`src/rtl/multicycle_control_unit_if.sv`:
```
// Control bundle between the multicycle control FSM (master) and the datapath (slave):
// IR opcode/funct fields in, mux selects and write strobes out.
interface multicycle_control_unit_if #(
  parameter int unsigned ULA_W = 3
);
  logic [5:0]       OP;
  logic [5:0]       Funct;
  logic             PCWrite;
  logic             Branch;
  logic             IorD;
  logic             MemWrite;
  logic             IRWrite;
  logic             RegDst;
  logic             MemtoReg;
  logic             RegWrite;
  logic             ULASrcA;
  logic [1:0]       ULASrcB;
  logic [1:0]       PCSrc;
  logic [ULA_W-1:0] ULAControl;
  logic             ZeroExt;
  logic             IllegalOp;

  modport master (
    input  OP, Funct,
    output PCWrite, Branch, IorD, MemWrite, IRWrite, RegDst, MemtoReg, RegWrite,
           ULASrcA, ULASrcB, PCSrc, ULAControl, ZeroExt, IllegalOp
  );

  modport slave (
    output OP, Funct,
    input  PCWrite, Branch, IorD, MemWrite, IRWrite, RegDst, MemtoReg, RegWrite,
           ULASrcA, ULASrcB, PCSrc, ULAControl, ZeroExt, IllegalOp
  );
endinterface

```
`src/rtl/multicycle_control_unit.sv`:
```
// Multicycle MIPS control FSM with parametrised memory wait states and illegal-op flag.
// Optional feature: define IMM_LOGIC_EN to decode ANDI/ORI with zero-extended immediates.
module multicycle_control_unit #(
  parameter int unsigned MEM_WAIT = 0,
  parameter int unsigned ULA_W    = 3
) (
  input logic                       clk,
  input logic                       rst,
  multicycle_control_unit_if.master bus
);

  typedef enum logic [3:0] {
    StFetch     = 4'd0,
    StDecode    = 4'd1,
    StMemAdr    = 4'd2,
    StMemRead   = 4'd3,
    StMemWb     = 4'd4,
    StMemWrite  = 4'd5,
    StExecute   = 4'd6,
    StAluWb     = 4'd7,
    StBranch    = 4'd8,
    StAddiExec  = 4'd9,
    StAddiWb    = 4'd10,
    StJump      = 4'd11,
    StAndiExec  = 4'd12,
    StOriExec   = 4'd13
  } state_e;

  localparam logic [5:0] OpRtype = 6'b000000;
  localparam logic [5:0] OpLw    = 6'b100011;
  localparam logic [5:0] OpSw    = 6'b101011;
  localparam logic [5:0] OpBeq   = 6'b000100;
  localparam logic [5:0] OpAddi  = 6'b001000;
  localparam logic [5:0] OpJ     = 6'b000010;
`ifdef IMM_LOGIC_EN
  localparam logic [5:0] OpAndi  = 6'b001100;
  localparam logic [5:0] OpOri   = 6'b001101;
`endif

  localparam logic [2:0] UlaAdd = 3'b010;
  localparam logic [2:0] UlaSub = 3'b110;
  localparam logic [2:0] UlaAnd = 3'b000;
  localparam logic [2:0] UlaOr  = 3'b001;
  localparam logic [2:0] UlaNor = 3'b011;
  localparam logic [2:0] UlaSlt = 3'b111;

  localparam logic [3:0] WaitLast = 4'(MEM_WAIT);

  state_e     state_q, state_d;
  logic [3:0] wait_q, wait_d;
  logic       mem_last;

  logic       pc_write, branch, iord, mem_write, ir_write, reg_dst, mem_to_reg, reg_write;
  logic       src_a, zero_ext, illegal;
  logic [1:0] src_b, pc_src;
  logic [2:0] ula;

  assign mem_last = (wait_q == WaitLast);

  always_ff @(posedge clk or posedge rst) begin
    if (rst) begin
      state_q <= StFetch;
      wait_q  <= '0;
    end else begin
      state_q <= state_d;
      wait_q  <= wait_d;
    end
  end

  always_comb begin
    state_d    = state_q;
    wait_d     = '0;
    pc_write   = 1'b0;
    branch     = 1'b0;
    iord       = 1'b0;
    mem_write  = 1'b0;
    ir_write   = 1'b0;
    reg_dst    = 1'b0;
    mem_to_reg = 1'b0;
    reg_write  = 1'b0;
    src_a      = 1'b0;
    src_b      = 2'b00;
    pc_src     = 2'b00;
    ula        = 3'b000;
    zero_ext   = 1'b0;
    illegal    = 1'b0;

    case (state_q)
      StFetch: begin
        src_b = 2'b01;
        ula   = UlaAdd;
        if (mem_last) begin
          ir_write = 1'b1;
          pc_write = 1'b1;
          state_d  = StDecode;
        end else begin
          wait_d = wait_q + 4'd1;
        end
      end
      StDecode: begin
        // Speculative branch target into ALUOut
        src_b = 2'b11;
        ula   = UlaAdd;
        case (bus.OP)
          OpRtype:     state_d = StExecute;
          OpLw, OpSw:  state_d = StMemAdr;
          OpBeq:       state_d = StBranch;
          OpAddi:      state_d = StAddiExec;
          OpJ:         state_d = StJump;
`ifdef IMM_LOGIC_EN
          OpAndi:      state_d = StAndiExec;
          OpOri:       state_d = StOriExec;
`endif
          default: begin
            illegal = 1'b1;
            state_d = StFetch;
          end
        endcase
      end
      StMemAdr: begin
        src_a   = 1'b1;
        src_b   = 2'b10;
        ula     = UlaAdd;
        state_d = (bus.OP == OpSw) ? StMemWrite : StMemRead;
      end
      StMemRead: begin
        iord = 1'b1;
        if (mem_last) state_d = StMemWb;
        else          wait_d  = wait_q + 4'd1;
      end
      StMemWb: begin
        mem_to_reg = 1'b1;
        reg_write  = 1'b1;
        state_d    = StFetch;
      end
      StMemWrite: begin
        iord = 1'b1;
        if (mem_last) begin
          mem_write = 1'b1;
          state_d   = StFetch;
        end else begin
          wait_d = wait_q + 4'd1;
        end
      end
      StExecute: begin
        src_a   = 1'b1;
        state_d = StAluWb;
        case (bus.Funct)
          6'b100000: ula = UlaAdd;
          6'b100010: ula = UlaSub;
          6'b100100: ula = UlaAnd;
          6'b100101: ula = UlaOr;
          6'b100111: ula = UlaNor;
          6'b101010: ula = UlaSlt;
          default: begin
            ula     = UlaAdd;
            illegal = 1'b1;
            state_d = StFetch;
          end
        endcase
      end
      StAluWb: begin
        reg_dst   = 1'b1;
        reg_write = 1'b1;
        state_d   = StFetch;
      end
      StBranch: begin
        src_a   = 1'b1;
        ula     = UlaSub;
        pc_src  = 2'b01;
        branch  = 1'b1;
        state_d = StFetch;
      end
      StAddiExec: begin
        src_a   = 1'b1;
        src_b   = 2'b10;
        ula     = UlaAdd;
        state_d = StAddiWb;
      end
      StAddiWb: begin
        reg_write = 1'b1;
        state_d   = StFetch;
      end
      StJump: begin
        pc_src   = 2'b10;
        pc_write = 1'b1;
        state_d  = StFetch;
      end
`ifdef IMM_LOGIC_EN
      StAndiExec, StOriExec: begin
        src_a    = 1'b1;
        src_b    = 2'b10;
        zero_ext = 1'b1;
        ula      = (state_q == StAndiExec) ? UlaAnd : UlaOr;
        state_d  = StAddiWb;
      end
`endif
      default: state_d = StFetch;
    endcase
  end

  // Reset blanks every output combinationally so an aborted write never strobes.
  assign bus.PCWrite    = pc_write & ~rst;
  assign bus.Branch     = branch & ~rst;
  assign bus.IorD       = iord & ~rst;
  assign bus.MemWrite   = mem_write & ~rst;
  assign bus.IRWrite    = ir_write & ~rst;
  assign bus.RegDst     = reg_dst & ~rst;
  assign bus.MemtoReg   = mem_to_reg & ~rst;
  assign bus.RegWrite   = reg_write & ~rst;
  assign bus.ULASrcA    = src_a & ~rst;
  assign bus.ULASrcB    = rst ? 2'b00 : src_b;
  assign bus.PCSrc      = rst ? 2'b00 : pc_src;
  assign bus.ULAControl = rst ? '0 : ULA_W'(ula);
  assign bus.ZeroExt    = zero_ext & ~rst;
  assign bus.IllegalOp  = illegal & ~rst;

endmodule

```
`src/flat_wrapper.sv`:
```
// flat-port wrapper written by rule: the top's interface ports become plain ports
module multicycle_control_unit_flat 
#(
  parameter int unsigned MEM_WAIT = 0,
  parameter int unsigned ULA_W    = 3
)
  (clk, rst, bus_OP, bus_Funct, bus_PCWrite, bus_Branch, bus_IorD, bus_MemWrite, bus_IRWrite, bus_RegDst, bus_MemtoReg, bus_RegWrite, bus_ULASrcA, bus_ULASrcB, bus_PCSrc, bus_ULAControl, bus_ZeroExt, bus_IllegalOp);
  multicycle_control_unit_if #(.ULA_W(ULA_W)) bus_i ();
  input logic clk;
  input logic rst;
  input wire logic [$bits(bus_i.OP)-1:0] bus_OP;
  input wire logic [$bits(bus_i.Funct)-1:0] bus_Funct;
  output wire logic [$bits(bus_i.PCWrite)-1:0] bus_PCWrite;
  output wire logic [$bits(bus_i.Branch)-1:0] bus_Branch;
  output wire logic [$bits(bus_i.IorD)-1:0] bus_IorD;
  output wire logic [$bits(bus_i.MemWrite)-1:0] bus_MemWrite;
  output wire logic [$bits(bus_i.IRWrite)-1:0] bus_IRWrite;
  output wire logic [$bits(bus_i.RegDst)-1:0] bus_RegDst;
  output wire logic [$bits(bus_i.MemtoReg)-1:0] bus_MemtoReg;
  output wire logic [$bits(bus_i.RegWrite)-1:0] bus_RegWrite;
  output wire logic [$bits(bus_i.ULASrcA)-1:0] bus_ULASrcA;
  output wire logic [$bits(bus_i.ULASrcB)-1:0] bus_ULASrcB;
  output wire logic [$bits(bus_i.PCSrc)-1:0] bus_PCSrc;
  output wire logic [$bits(bus_i.ULAControl)-1:0] bus_ULAControl;
  output wire logic [$bits(bus_i.ZeroExt)-1:0] bus_ZeroExt;
  output wire logic [$bits(bus_i.IllegalOp)-1:0] bus_IllegalOp;
  assign bus_i.OP = bus_OP;
  assign bus_i.Funct = bus_Funct;
  assign bus_PCWrite = bus_i.PCWrite;
  assign bus_Branch = bus_i.Branch;
  assign bus_IorD = bus_i.IorD;
  assign bus_MemWrite = bus_i.MemWrite;
  assign bus_IRWrite = bus_i.IRWrite;
  assign bus_RegDst = bus_i.RegDst;
  assign bus_MemtoReg = bus_i.MemtoReg;
  assign bus_RegWrite = bus_i.RegWrite;
  assign bus_ULASrcA = bus_i.ULASrcA;
  assign bus_ULASrcB = bus_i.ULASrcB;
  assign bus_PCSrc = bus_i.PCSrc;
  assign bus_ULAControl = bus_i.ULAControl;
  assign bus_ZeroExt = bus_i.ZeroExt;
  assign bus_IllegalOp = bus_i.IllegalOp;
  multicycle_control_unit #(.MEM_WAIT(MEM_WAIT), .ULA_W(ULA_W)) u_core (.clk(clk), .rst(rst), .bus(bus_i));
endmodule
```
`config.mk`:
```
export PLATFORM = sky130hd
export DESIGN_NAME = multicycle_control_unit_flat
export DESIGN_NICKNAME = d
export VERILOG_FILES = /design/src/rtl/multicycle_control_unit_if.sv /design/src/rtl/multicycle_control_unit.sv /design/src/flat_wrapper.sv
export SDC_FILE = /design/constraint.sdc
export NUM_CORES = 1
export LEC_CHECK = 0
export CORE_MARGIN = 2
export CORE_UTILIZATION = 39
export CTS_CLUSTER_DIAMETER = 50
export DETAILED_ROUTE_END_ITERATION = 10
export PLACE_DENSITY = 0.8
export SKIP_LAST_GASP = 1
export SLEW_MARGIN = 10
export SYNTH_ARGS = -nofsm -noshare
export SYNTH_HDL_FRONTEND = slang
export SYNTH_SLANG_ARGS = --single-unit
```
`constraint.sdc`:
```
create_clock -name clk -period 2.96 [get_ports clk]
set_clock_uncertainty 0.1 [all_clocks]
set_input_delay 0.296 -clock clk [delete_from_list [all_inputs] [get_ports clk]]
set_output_delay 0.296 -clock clk [all_outputs]
set_load 0.01 [all_outputs]
```
### Yosys cells after proc, flatten, opt, wreduce, memory -nomap -nowiden

Index checks and enable logic that the tools add are counted.

* bits in registers: 8
* input port bits: 14
* output and inout bits: 18
* logic and storage cells: 81

* add/subtract/negate cells: 1
* equal/unequal tests: 25
* multiplexer cells: 29
* bitwise gates (word level): 11
* reductions and logical operators: 13

Operators by type and width (count)
* == test 6 bit, second input constant: 8
* one-hot mux 4 bit (7 select lines): 1
* two-way mux 4 bit: 5
* one-hot mux 4 bit (5 select lines): 1
* == test 4 x 3 -> 1 bit, second input constant: 4
* == test 4 bit, second input constant: 4
* one-hot mux 3 bit (5 select lines): 1
* OR reduction 6 bit: 2
* two-way mux 1 bit: 11
* bitwise AND 1 bit: 10
* two-way mux 3 bit: 3
* one-hot mux 3 bit (3 select lines): 1
* == test 4 x 2 -> 1 bit, second input constant: 2
* zero test 4 bit: 2
* OR reduction 4 bit: 2
* == test 6 x 2 -> 1 bit, second input constant: 1
* == test 6 x 3 -> 1 bit, second input constant: 1
* == test 6 x 4 -> 1 bit, second input constant: 1
* zero test 6 bit: 1
* != test 2 x 1 -> 1 bit, second input constant: 3
* one-hot mux 2 bit (3 select lines): 1
* OR reduction 2 bit: 3
* OR reduction 3 bit: 2
* adder 4 x 1 -> 4 bit, second input constant: 1
* 6 further kinds: 8

### Longest topological paths before layout

* depth after elaboration: 5
* gate-level depth with buffers: 6
* gate-level depth less buffers: 6

### Least setup slack after synthesis

Ideal clock, no wire load.

* kind: reg2out
* start point: register u_core.wait_q[0]
* end point: output bus_PCWrite
* arrival: 1411 ps
* required time: 2564 ps
* path slack: 1153 ps
* stages on the path, launching flop included: 6
* path buffers: 0
* cell sequence: dfrtp_1 > inv_1 > ha_1 > or3b_4 > nor3_2 > or2_1

* word-level cells in the longest chain between the ends: 4

RTL lines
* start: declaration: RTL line multicycle_control_unit.sv:50 `logic [3:0] wait_q, wait_d;`
* start signal: assignment: RTL line multicycle_control_unit.sv:66 `wait_q <= wait_d;`
* zero test 4 bit: RTL line multicycle_control_unit.sv:58 `assign mem_last = (wait_q == WaitLast);`
* two-way mux 1 bit: RTL line multicycle_control_unit.sv:92 `if (mem_last) begin`
* one-hot mux 1 bit (2 select lines): RTL line multicycle_control_unit.sv:88 `case (state_q)`
* bitwise AND 1 bit: RTL line multicycle_control_unit.sv:203 `assign bus.PCWrite = pc_write & ~rst;`
* end: declaration: RTL line flat_wrapper.sv:13 `output wire logic [$bits(bus_i.PCWrite)-1:0] bus_PCWrite;`

Every way passes these cells.

### Worst setup path after layout

* start point: register u_core.state_q[1]
* end point: output bus_ULAControl[2]

* word-level cells in the longest chain between the ends: 4
* elaborated cells between the ends (all ways): 9
* those cells by class: eq/ne (5); mux (2); reduce/logical (2)

RTL lines
* start: declaration: RTL line multicycle_control_unit.sv:49 `state_e state_q, state_d;`
* start signal: assignment: RTL line multicycle_control_unit.sv:62 `state_q <= StFetch;`
* start signal: assignment: RTL line multicycle_control_unit.sv:65 `state_q <= state_d;`
* == test 4 x 2 -> 1 bit (tied with other cells): RTL line multicycle_control_unit.sv:88
* OR reduction 4 bit (no source line)
* one-hot mux 3 bit (3 select lines) *: RTL line multicycle_control_unit.sv:88
* two-way mux 3 bit *: RTL line multicycle_control_unit.sv:214 `assign bus.ULAControl = rst ? '0 : ULA_W'(ula);`
* end: declaration: RTL line flat_wrapper.sv:24 `output wire logic [$bits(bus_i.ULAControl)-1:0] bus_ULAControl;`

Mark *: on every way between the ends. The rest lies on a longest branch, timed or not.

==> impl_metrics.ini <==
[logic_synthesis]
syn_inst = 116
synth_area_leader_cell = dfrtp_1
synth-main-ff-cell = dfrtp_1
synth_top_area_share_pct = 23.3
synth_cell_types = 39
synth_warnings = 0
syn_avg_cell_area_um2 = 7.41
ys_seq_area_share_pct = 23.3
synth.area.top_cells = dfrtp_1 23%, nor2_1 4.8%, nor3_2 4.7%
mappedNetlistArea_um2 = 860
async_flop_share_pct = 100
synth-seq-cells = 8
synth_edf_count = 0
syn-num-nets = 132

[clocking]
numCtsBuffers = 3
clockBufferDepth = 2
ctsRootBufferMaster = clkbuf_4
insertion_delay_ns = 0.24
clk_pin_slew_ns = 0.05
cts.repair.resized = 0
cts_hold_buffers = 0
numClockSinks = 8
postCtsSetupRepairBufs = 0
cts_tree = yes
cts_htree_levels = 1

[power_and_ir_drop]
p_leak_nw = 0.456
power_density_mw_per_mm2 = 506
p_int_uw = 336
power_frac_clock_pct = 12.4
ir_worst_vdd_v = 0.000270
combPwrFrac_pct = 56.0
p_sw_uw = 263
switching_share_pct = 44.0
power_frac_seq_pct = 31.5

[floorplanning]
ioPinCount = 32
die_w_um = 50.9
initial_core_util_pct = 42.5
die-area_mm2 = 0.00260
core_mm2 = 0.00202
dieHeight_um = 50.9
rows = 16

[worst_setup_path]
ff2ff_setup_slack_ns = 1.33
startpoint_type = flip-flop
timing.rr.start = u_core.wait_q[0]$_DFF_PP0_
crit_fanout = 17
end_kind = primary output
critPathRequiredTime_ns = 2.56
reg2regPathDepth = 6
critPathKind = flip-flop to primary output
arrival_ns = 2.16
setup.worst_path.start = u_core.state_q[1]$_DFFE_PP0P_

[global_route]
first_global_vias = 869
grt.overflow.total = 0
grt.total_usage_pct = 18.3
grt_max_degree = 18
grt_pass1_wl_um = 3630
antenna_found_initial = 0

[detailed_routing]
routed_via_density = 5.36
num_vias = 916
wl_um = 2240
wire_per_inst_um = 13.1
drt_iter0_drc = 24
firstDrtPassIters = 4
ant_nets = 0
drc = 0

[placed_design]
dpl.hpwl_um = 1870
port_buffers = 30
place_inst = 168
place_congestion = 0.892

[layout]
fin_nets = 162
final_cell_mix = 30 x clkdlybuf4s50_1, 11 x nor2_1, 9 x nand2_1
num-fill-cells = 191
n_antenna_cell = 0
fin_util_pct = 58.5
drive_gt1_share_pct = 7.64
final_common_cell = clkdlybuf4s50_1
stdcell_count = 171
synthToLayoutAreaGrowth_pct = 37.7

[timing]
post-route-min-period_ns = 2.56
max_freq_ghz = 0.391
timing.final.crit_share_pct = 86.5
rsz0062_at_grt = no
drv_slew = 0
finalHoldViolCount = 0
setup_viol = 0
tns_ns = 0
holdWs_ns = 0.424

[outcome]
outcome = finished, final reports clean

[min_path]
whs_path_depth = 1
hp-start = u_core.wait_q[0]$_DFF_PP0_
hold_path.class = flip-flop to flip-flop

[job]
cap_violations = 0
## flip-flops by register name, indices dropped and copies added, names as in the netlist
name and flops:
u_core.state_q 4, u_core.wait_q 4
## routing by layer
layer	track usage [%]	wire length [um]	vias up
li1	-	-	470
met1	24.0	976	407
met2	31.0	1120	37
met3	2.05	126	2
met4	6.31	10	0
met5	0	0	-
## power by group through the flow
stage	combinational, mW	clock, mW	sequential [mW]
6_report	0.336	0.0745	0.189
5_1_grt	0.366	0.0892	0.196
4_1_cts	0.336	0.0760	0.187
3_5_place_dp	0.336	0	0.189
3_3_place_gp	0.325	0	0.188
2_1_floorplan	0.249	0	0.146
## final timing paths
check	to
max in group asynchronous	u_core.wait_q[3]$_DFF_PP0_
worst max-delay path	bus_ULAControl[2]
worst min register to register	u_core.wait_q[0]$_DFF_PP0_
worst max register to register	u_core.state_q[0]$_DFFE_PP0P_
worst min-delay path	u_core.wait_q[0]$_DFF_PP0_
min in group asynchronous	u_core.state_q[0]$_DFFE_PP0P_
## critical path, stage by stage, from the launching register on
cell,delay [ns]
dfrtp_1,0.55
or2_1,0.37
nor3_1,0.34
a21o_1,0.13
clkdlybuf4s50_1,0.53
## logic make-up after synthesis
logic type,share of synthesized area (%)
buf+inv,6.84
xor+xnor,5.09
other cells,0.436
flops,23.3
fa+ha+maj,2.91
simple gates,42.4
compound gates,19.1
## layout make-up
| class | count | area (um2) | share of cell area [%] |
|---|---|---|---|
| Multi-Input combinational cell | 97 | 601 | 50.7 |
| Clock buffer | 3 | 22.5 | 1.90 |
| Timing Repair Buffer | 31 | 308 | 26.0 |
| Tap cell | 27 | 33.8 | 2.85 |
| Sequential cell | 8 | 200 | 16.9 |
| Inverter | 5 | 18.8 | 1.59 |
## metrics by stage
| step | cell area [um2] | power [mW] | worst slack, ns |
|---|---|---|---|
| 4_1_cts | 1180 | 0.599 | 0.408 |
| 5_1_grt | 1180 | 0.651 | 0.305 |
| 3_5_place_dp | 1160 | 0.524 | 0.410 |
| 2_1_floorplan | 860 | 0.395 | 1.15 |
| 6_report | 1180 | 0.599 | 0.401 |
| 3_3_place_gp | 1160 | 0.513 | 0.497 |
## cell usage after synthesis (all sizes together) (2+ instances only)
cell	n
a21oi	6
and2	2
and3	4
buf	6
dfrtp	8
ha	2
inv	5
nand2	10
nand2b	5
nand3	5
nand3b	2
nand4	3
nor2	11
nor2b	3
nor3	11
o21ai	7
or2	5
xor2	4
(Power assumes the default switching activity.)
